`src/rtl/bram_pingpong_ctrl_pkg.sv`:
```
// Shared types and sizing helpers for the ping-pong BRAM write/read controller.
package bram_pingpong_ctrl_pkg;

    // Ownership state of one matrix buffer.
    typedef enum logic [1:0] {
        EMPTY   = 2'd0,
        FILLING = 2'd1,
        FULL    = 2'd2,
        READING = 2'd3
    } buf_state_e;

    // Elements per lane per matrix; M*M must be a multiple of N.
    function automatic int calc_depth(input int m, input int n);
        return (m * m) / n;
    endfunction

    // Address width for a lane bank, never narrower than one bit.
    function automatic int calc_aw(input int depth);
        if (depth <= 2) begin
            return 1;
        end
        return $clog2(depth);
    endfunction

endpackage

```
`src/rtl/bram_pingpong_ctrl_lane_addr_ctr.sv`:
```
// Per-lane BRAM write address counter; flags the lane once it has written a whole matrix share.
module lane_addr_ctr #(
    parameter int DEPTH = 12,
    parameter int AW    = 4
) (
    input  logic          clk,
    input  logic          rst,
    input  logic          accept,
    input  logic          clear,
    output logic [AW-1:0] addr,
    output logic          done,
    output logic          wrap
);

    localparam logic [AW-1:0] LAST = AW'(DEPTH - 1);

    // The accept that writes the last slot wraps the address back to 0.
    assign wrap = accept && (addr == LAST);

    // Address advances per accept; done latches at the wrap and holds until the buffer completes.
    always_ff @(posedge clk) begin
        if (rst) begin
            addr <= '0;
            done <= 1'b0;
        end else begin
            if (accept) begin
                addr <= wrap ? '0 : addr + AW'(1);
            end
            if (clear) begin
                done <= 1'b0;
            end else if (wrap) begin
                done <= 1'b1;
            end
        end
    end

endmodule

```
`src/rtl/bram_pingpong_ctrl.sv`:
```
// Ping-pong controller: N lanes fill one of two BRAM buffers while the reader drains the other.
module bram_pingpong_ctrl
    import bram_pingpong_ctrl_pkg::*;
#(
    parameter int D_W = 8,
    parameter int N   = 3,
    parameter int M   = 6,
    localparam int DEPTH = calc_depth(M, N),
    localparam int AW    = calc_aw(DEPTH)
) (
    input  logic                  clk,
    input  logic                  rst,
    input  logic [N-1:0]          in_valid,
    input  logic [N-1:0][D_W-1:0] in_data,
    output logic [N-1:0]          in_ready,
    output logic [N-1:0]          wr_en_bram,
    output logic [N-1:0][AW-1:0]  wr_addr_bram,
    output logic [N-1:0][D_W-1:0] wr_data_bram,
    output logic                  wr_bank,
    output logic                  rd_start,
    output logic                  rd_bank,
    input  logic                  rd_done,
    output logic [1:0][1:0]       buf_state
);

    buf_state_e state_q [2];
    buf_state_e state_n [2];
    logic       wr_bank_q, wr_bank_n;
    logic       rd_ptr_q, rd_ptr_n;
    logic       other_bank;

    logic [N-1:0] lane_done;
    logic [N-1:0] lane_wrap;
    logic         filling;
    logic         reading_any;
    logic         complete;
    logic         rd_done_acc;

    assign other_bank  = ~wr_bank_q;
    assign filling     = (state_q[wr_bank_q] == FILLING);
    assign reading_any = (state_q[0] == READING) || (state_q[1] == READING);
    assign rd_done_acc = rd_done && reading_any;
    // Completion counts lanes finishing on this very cycle, so the swap costs no bubble.
    assign complete    = filling && (&(lane_done | lane_wrap));

    genvar g;
    for (g = 0; g < N; g++) begin : g_lane
        lane_addr_ctr #(
            .DEPTH (DEPTH),
            .AW    (AW)
        ) u_ctr (
            .clk    (clk),
            .rst    (rst),
            .accept (wr_en_bram[g]),
            .clear  (complete),
            .addr   (wr_addr_bram[g]),
            .done   (lane_done[g]),
            .wrap   (lane_wrap[g])
        );
    end

    // Buffer states, write-side bank and read-order pointer.
    always_ff @(posedge clk) begin
        if (rst) begin
            state_q[0] <= FILLING;
            state_q[1] <= EMPTY;
            wr_bank_q  <= 1'b0;
            rd_ptr_q   <= 1'b0;
        end else begin
            state_q[0] <= state_n[0];
            state_q[1] <= state_n[1];
            wr_bank_q  <= wr_bank_n;
            rd_ptr_q   <= rd_ptr_n;
        end
    end

    // Next-state: read release first, then read handoff, then write-side transitions which win over release.
    always_comb begin
        state_n[0] = state_q[0];
        state_n[1] = state_q[1];
        wr_bank_n  = wr_bank_q;
        rd_ptr_n   = rd_ptr_q;

        // The reading buffer is always the one rd_ptr points at.
        if (rd_done_acc) begin
            state_n[rd_ptr_q] = EMPTY;
            rd_ptr_n          = ~rd_ptr_q;
        end

        if (rd_start) begin
            state_n[rd_ptr_q] = READING;
        end

        if (filling) begin
            if (complete) begin
                state_n[wr_bank_q] = FULL;
                // Released-this-cycle counts as free so the writer keeps streaming.
                if ((state_q[other_bank] == EMPTY) ||
                    ((state_q[other_bank] == READING) && rd_done)) begin
                    state_n[other_bank] = FILLING;
                    wr_bank_n           = other_bank;
                end
            end
        end else if (state_q[other_bank] == EMPTY) begin
            // Writer was stalled; resume into the buffer the reader just freed.
            state_n[other_bank] = FILLING;
            wr_bank_n           = other_bank;
        end
    end

    // Handshake and read handoff outputs.
    always_comb begin
        in_ready   = {N{filling}} & ~lane_done;
        wr_en_bram = in_valid & in_ready & {N{~rst}};
        rd_start   = ~rst && (state_q[rd_ptr_q] == FULL) && !reading_any;
    end

    assign wr_data_bram = in_data;
    assign wr_bank      = wr_bank_q;
    // rd_ptr only moves on rd_done, so it names the reader's buffer for the whole read.
    assign rd_bank      = rd_ptr_q;
    assign buf_state[0] = state_q[0];
    assign buf_state[1] = state_q[1];

endmodule
```
`config.mk`:
```
export PLATFORM = sky130hd
export DESIGN_NAME = bram_pingpong_ctrl
export DESIGN_NICKNAME = d
export VERILOG_FILES = /design/src/rtl/bram_pingpong_ctrl_pkg.sv /design/src/rtl/bram_pingpong_ctrl_lane_addr_ctr.sv /design/src/rtl/bram_pingpong_ctrl.sv
export SDC_FILE = /design/constraint.sdc
export NUM_CORES = 1
export LEC_CHECK = 0
export CORE_MARGIN = 2
export CORE_UTILIZATION = 42
export DETAILED_ROUTE_END_ITERATION = 12
export GPL_TIMING_DRIVEN = 0
export PLACE_DENSITY_LB_ADDON = 0.05
export RECOVER_POWER = 25
export SYNTH_ARGS = -nofsm -noshare
export SYNTH_HDL_FRONTEND = slang
export SYNTH_SLANG_ARGS = --single-unit
```
`constraint.sdc`:
```
create_clock -name clk -period 6.02 [get_ports clk]
set_clock_uncertainty 0.05 [all_clocks]
set_input_delay 1.505 -clock clk [delete_from_list [all_inputs] [get_ports clk]]
set_output_delay 1.505 -clock clk [all_outputs]
set_load 0.01 [all_outputs]
```
# After elaboration in Yosys (flattened, before gate mapping)
# Memories as Yosys holds them, arrays and structs flattened. A register that Yosys moved wholly into a read port is not among the register bits.
# Index checks and enable logic that the tools add are counted.
# word_totals
input_bits	30
ram_bits	4
register_bits	17
word_cells	99
mem_bits_ro	0
latch_bits	0
memories	1
output_inout_bits	49
# memory_table
memory	words	word_bits	rd	rd_clocked_by_memory_dff	wr	line_no	rtl
state_q	2	2	5	2	2	bram_pingpong_ctrl.sv:26	buf_state_e state_q [2];
# op_classes
n_eq_ne	10
bitwise_logic	24
shift	0
add_sub_neg	3
multipliers	0
div_mod_pow	0
magnitude_cmp	6
n_reduce_logical	19
mux	28
# op_table
operator	n
4-bit two-way mux	9
4-bit by 1-bit adder with 4-bit output (second input constant)	3
4-bit equality test (second input constant)	3
1-bit logical AND	11
1-bit two-way mux	11
2-bit two-way mux	5
3-bit bitwise AND	3
2-bit equality test (second input constant)	4
2-bit bitwise AND	3
2-bit demux with 1-bit select	3
2-bit >= comparator (second input constant)	3
2-bit by 1-bit less-than comparator with 1-bit output (second input constant)	3
1-bit inverter with 2-bit output	3
2-bit OR	3
3-bit AND reduction	2
4-bit bitwise AND	1
2-bit by 1-bit inequality test with 1-bit output (second input constant)	2
2-bit inverter	2
4-bit inverter	1
4-bit OR	1
1-bit inverter	3
3-bit inverter	1
3-bit OR	1
2-bit by 1-bit equality test with 1-bit output (second input constant)	1
other kinds (6)	8

# Longest topological paths before layout
# logic_depth
ltp_word	16
mapped_depth	7
ltp_nobuf	6

# By module
# A second synthesis with hierarchy kept.
# hier_totals
cells_unflattened	151
hier_area_um2	1370.1
# by_module_without_submodules
mod	area_each_um2	seq_area_each_um2	instances	cells_each
bram_pingpong_ctrl	724.4	160.2	1	85
lane_addr_ctr	215.2	100.1	3	22

# Worst setup path after synthesis
# No wires, ideal clock.
# synth_timing
kind	in2out
start	input rst
end	output wr_en_bram[2]
required_time_ns	4.465
path_buffers	2
arrival_time_ns	2.354
path_stages	3
setup_slack_ns	2.111
cell_sequence	clkbuf_1 a211oi_1 buf_4
# synth_between
elab_chain_len	2
# synth_lines
item	line_no	rtl
from (decl)	bram_pingpong_ctrl.sv:12	input logic rst,
1-bit inverter	bram_pingpong_ctrl.sv:114	wr_en_bram = in_valid & in_ready & {N{~rst}};
3-bit bitwise AND	bram_pingpong_ctrl.sv:114	
to (decl)	bram_pingpong_ctrl.sv:16	output logic [N-1:0] wr_en_bram,
# No other way between the ends.

# Final worst setup path
# Ends and elaborated chain as after synthesis.

==> results.yml <==
critical_path:
  critical_path_class: "primary input to primary output"
  worstPathArrival_ns: 3.67
  crit_fanout: 10
  slowest_stage: "a211oi_1"
  cpPeakStageDelay_ns: 0.60
  path_cells: "dlygate4sd3_1, clkbuf_1, a211oi_1, buf_4, clkdlybuf4s50_1"
  end_kind: "primary output"
  required_ns: 4.47
  cp-start-kind: "primary input"
sta:
  setup_viol_count_final: 0
  hold_violations: 0
  period_share: 0.868
  clock.fmax_mhz: 191
  relSlewSlack: 0.227
  fin_crit_ns: 5.22
  worst_slew_pin_slew_ns: 1.15
  grt_setup_unrepaired: "no"
  tns_ns: 0
  slew_violations: 0
logic_synthesis:
  synth.avg_cell_area_um2: 8.52
  yosysMostFrequentCell: "buf_4"
  syn_area_um2: 1440
  synth.top_cell.area_share: 0.320
  ys.flop_type: "dfxtp_1"
  synthMuxAreaShare: 0.0417
  synth_edf_count: 0
  synthXorXnorAreaFrac: 0
  synth_cell_types: 42
  ys_warn_count: 0
  netlist_instances: 169
  synthSimpleGateAreaFrac: 0.211
  synth-adder-area-share: 0.0261
  synth.largest_area_cell: "dfxtp_1"
  synth_top_family_by_area: "compound AO/OA/AOI/OAI gates"
  ys_seq_area_frac: 0.320
  synth-seq-cells: 23
  synthArstFlopShare: 0
  synth_compound_gate_area_share: 0.227
  synth.top_cells.by_count: "27 x buf_4, 23 x dfxtp_1, 18 x nor2_1"
  synth.area.top_cells: "dfxtp_1 32%, buf_4 14%, nor2_1 4.7%, mux2i_1 4.2%, a21oi_1 3.5%"
  synth_fp_nets: 202
global_route:
  grt_first_pass_wirelength_um: 6140
  antenna_found_initial: 0
  grt_util_met3: 0.0378
  use_met1: 0.224
  first_global_vias: 1399
  grt_usage: 0.189
  overflow: 0
  busiest_layer: "met2"
  grt_max_degree: 14
  gr-usage-met2: 0.337
cells_and_area:
  synthToLayoutAreaGrowth_pct: 42.4
  seqCellArea_um2: 460
  final_area_um2: 2050
  multi_input_area_um2: 713
  drive_above_1_share: 0.185
  num_antenna_cells: 0
  fillers: 316
  fin_nets: 261
floorplan:
  die_w_um: 62.6
  start_util: 0.435
  ios: 79
  core_um2: 3310
  std_cell_rows: 21
  die_area_um2: 3910
  fp.dieH_um: 62.6
routing:
  dr.pass1.iters: 4
  wl_per_cell_um: 13.2
  routed_wl_um: 3600
  antenna_left: 0
  route.vias.total: 1434
  drtIter0Drc: 96
  drc: 0
  viasPerCell: 5.25
clock_network:
  ctsRootBufferMaster: "clkbuf_4"
  htreeDepth: 1
  post_cts_resized: 0
  clk_path_buf_depth: 2
  worstSkewPairLatency_ns: 0.33
  cts_setup_buffers: 0
  numCtsBuffers: 3
  cts_sinks: 23
  cts_tree: "done"
  ctsHoldBuffers: 0
  clkTransAtPathRegs_ns: 0.13
run:
  max_cap_viol_count: 0
placement:
  numPortBuffers: 54
  gp_congestion: 0.785
  place_area_um2: 2040
  hpwl_um: 2820
min_path:
  min_path_type: "flop to flop"
power:
  irDropWorstVdd_uv: 89.2
  p_per_area_nw_per_um2: 182
  p_leak_uw: 0.000849
  power.total_uw: 373
run_status:
  status: "finished clean"
## metrics by stage
step,hold slack (ns),std cells,setup WS [ns],util
floorplan,0.453,169,2.11,-
global placement,0.450,269,0.931,0.616
detailed placement,0.463,269,0.949,0.616
CTS,0.486,273,0.937,0.624
global route,0.526,273,0.685,0.619
finish,0.481,273,0.796,0.619
## cells in the final DEF, fill, tap and decap left out, types with 4 or more instances in the layout
cell type and n:
dlygate4sd3_1 15, clkdlybuf4s50_1 39, nand2_1 12, inv_1 4, nor3_1 7, dfxtp_1 23, a31oi_1 4, mux2i_1 6
a21oi_1 10, a211oi_1 4, o21ai_0 4, buf_4 27, nor2_1 18
## kinds of logic (layout without fill, tap and decap cells)
family,count (synthesis),after routing
AO/OA/AOI/OAI,43,43
multiplexers,6,6
adder cells (fa/ha/maj),3,3
flip-flops,23,23
buffers and inverters,36,94
AND/OR/NAND/NOR,58,58
## layer usage
layer / wire (um) / vias to the layer above
met1: 1560 / 652
met2: 1760 / 69
met5: 0 / -
li1: - / 710
met4: 34 / 0
met3: 252 / 3
## where the power goes
group	leakage, uW	internal (uW)	switching [uW]	total (uW)
clock network	0.0000177	25.0	50.5	75.4
registers	0.000186	161	11.6	172
logic	0.000645	70.7	54.8	125
total	0.000849	256	117	373
## flip-flops by register name, summed over array words and instances, names as in the netlist, named ones only
signal / count
rd_bank: 1
g_lane.u_ctr.addr: 12
wr_bank: 1
state_q: 4
g_lane.u_ctr.done: 3
## final cells by class
cell class | instances | area share
well taps | 46 | 0.0281
plain buffers | 32 | 0.115
repair buffers | 54 | 0.264
multi-input cells | 110 | 0.348
flip-flops and latches | 23 | 0.225
clock buffers | 3 | 0.0110
inverters | 4 | 0.00732
clock inverters | 1 | 0.00244
## path summary, 6_finish.rpt
check	from	end	slack, ns	depth (start not counted)
max	rst	wr_en_bram[2]	0.80	5
min	g_lane[1].u_ctr.addr[1]	g_lane[1].u_ctr.addr[1]	0.48	2
max reg2reg	state_q[0][0]	state_q[1][1]	3.23	7
min reg2reg	g_lane[1].u_ctr.addr[1]	g_lane[1].u_ctr.addr[1]	0.48	2
## critical path, delay by kind of cell
kind | cells | cell delay [ns]
buffers and inverters | 4 | 1.56
AOI/OAI and AO/OA | 1 | 0.60
Power figures use the tool's default switching activity.
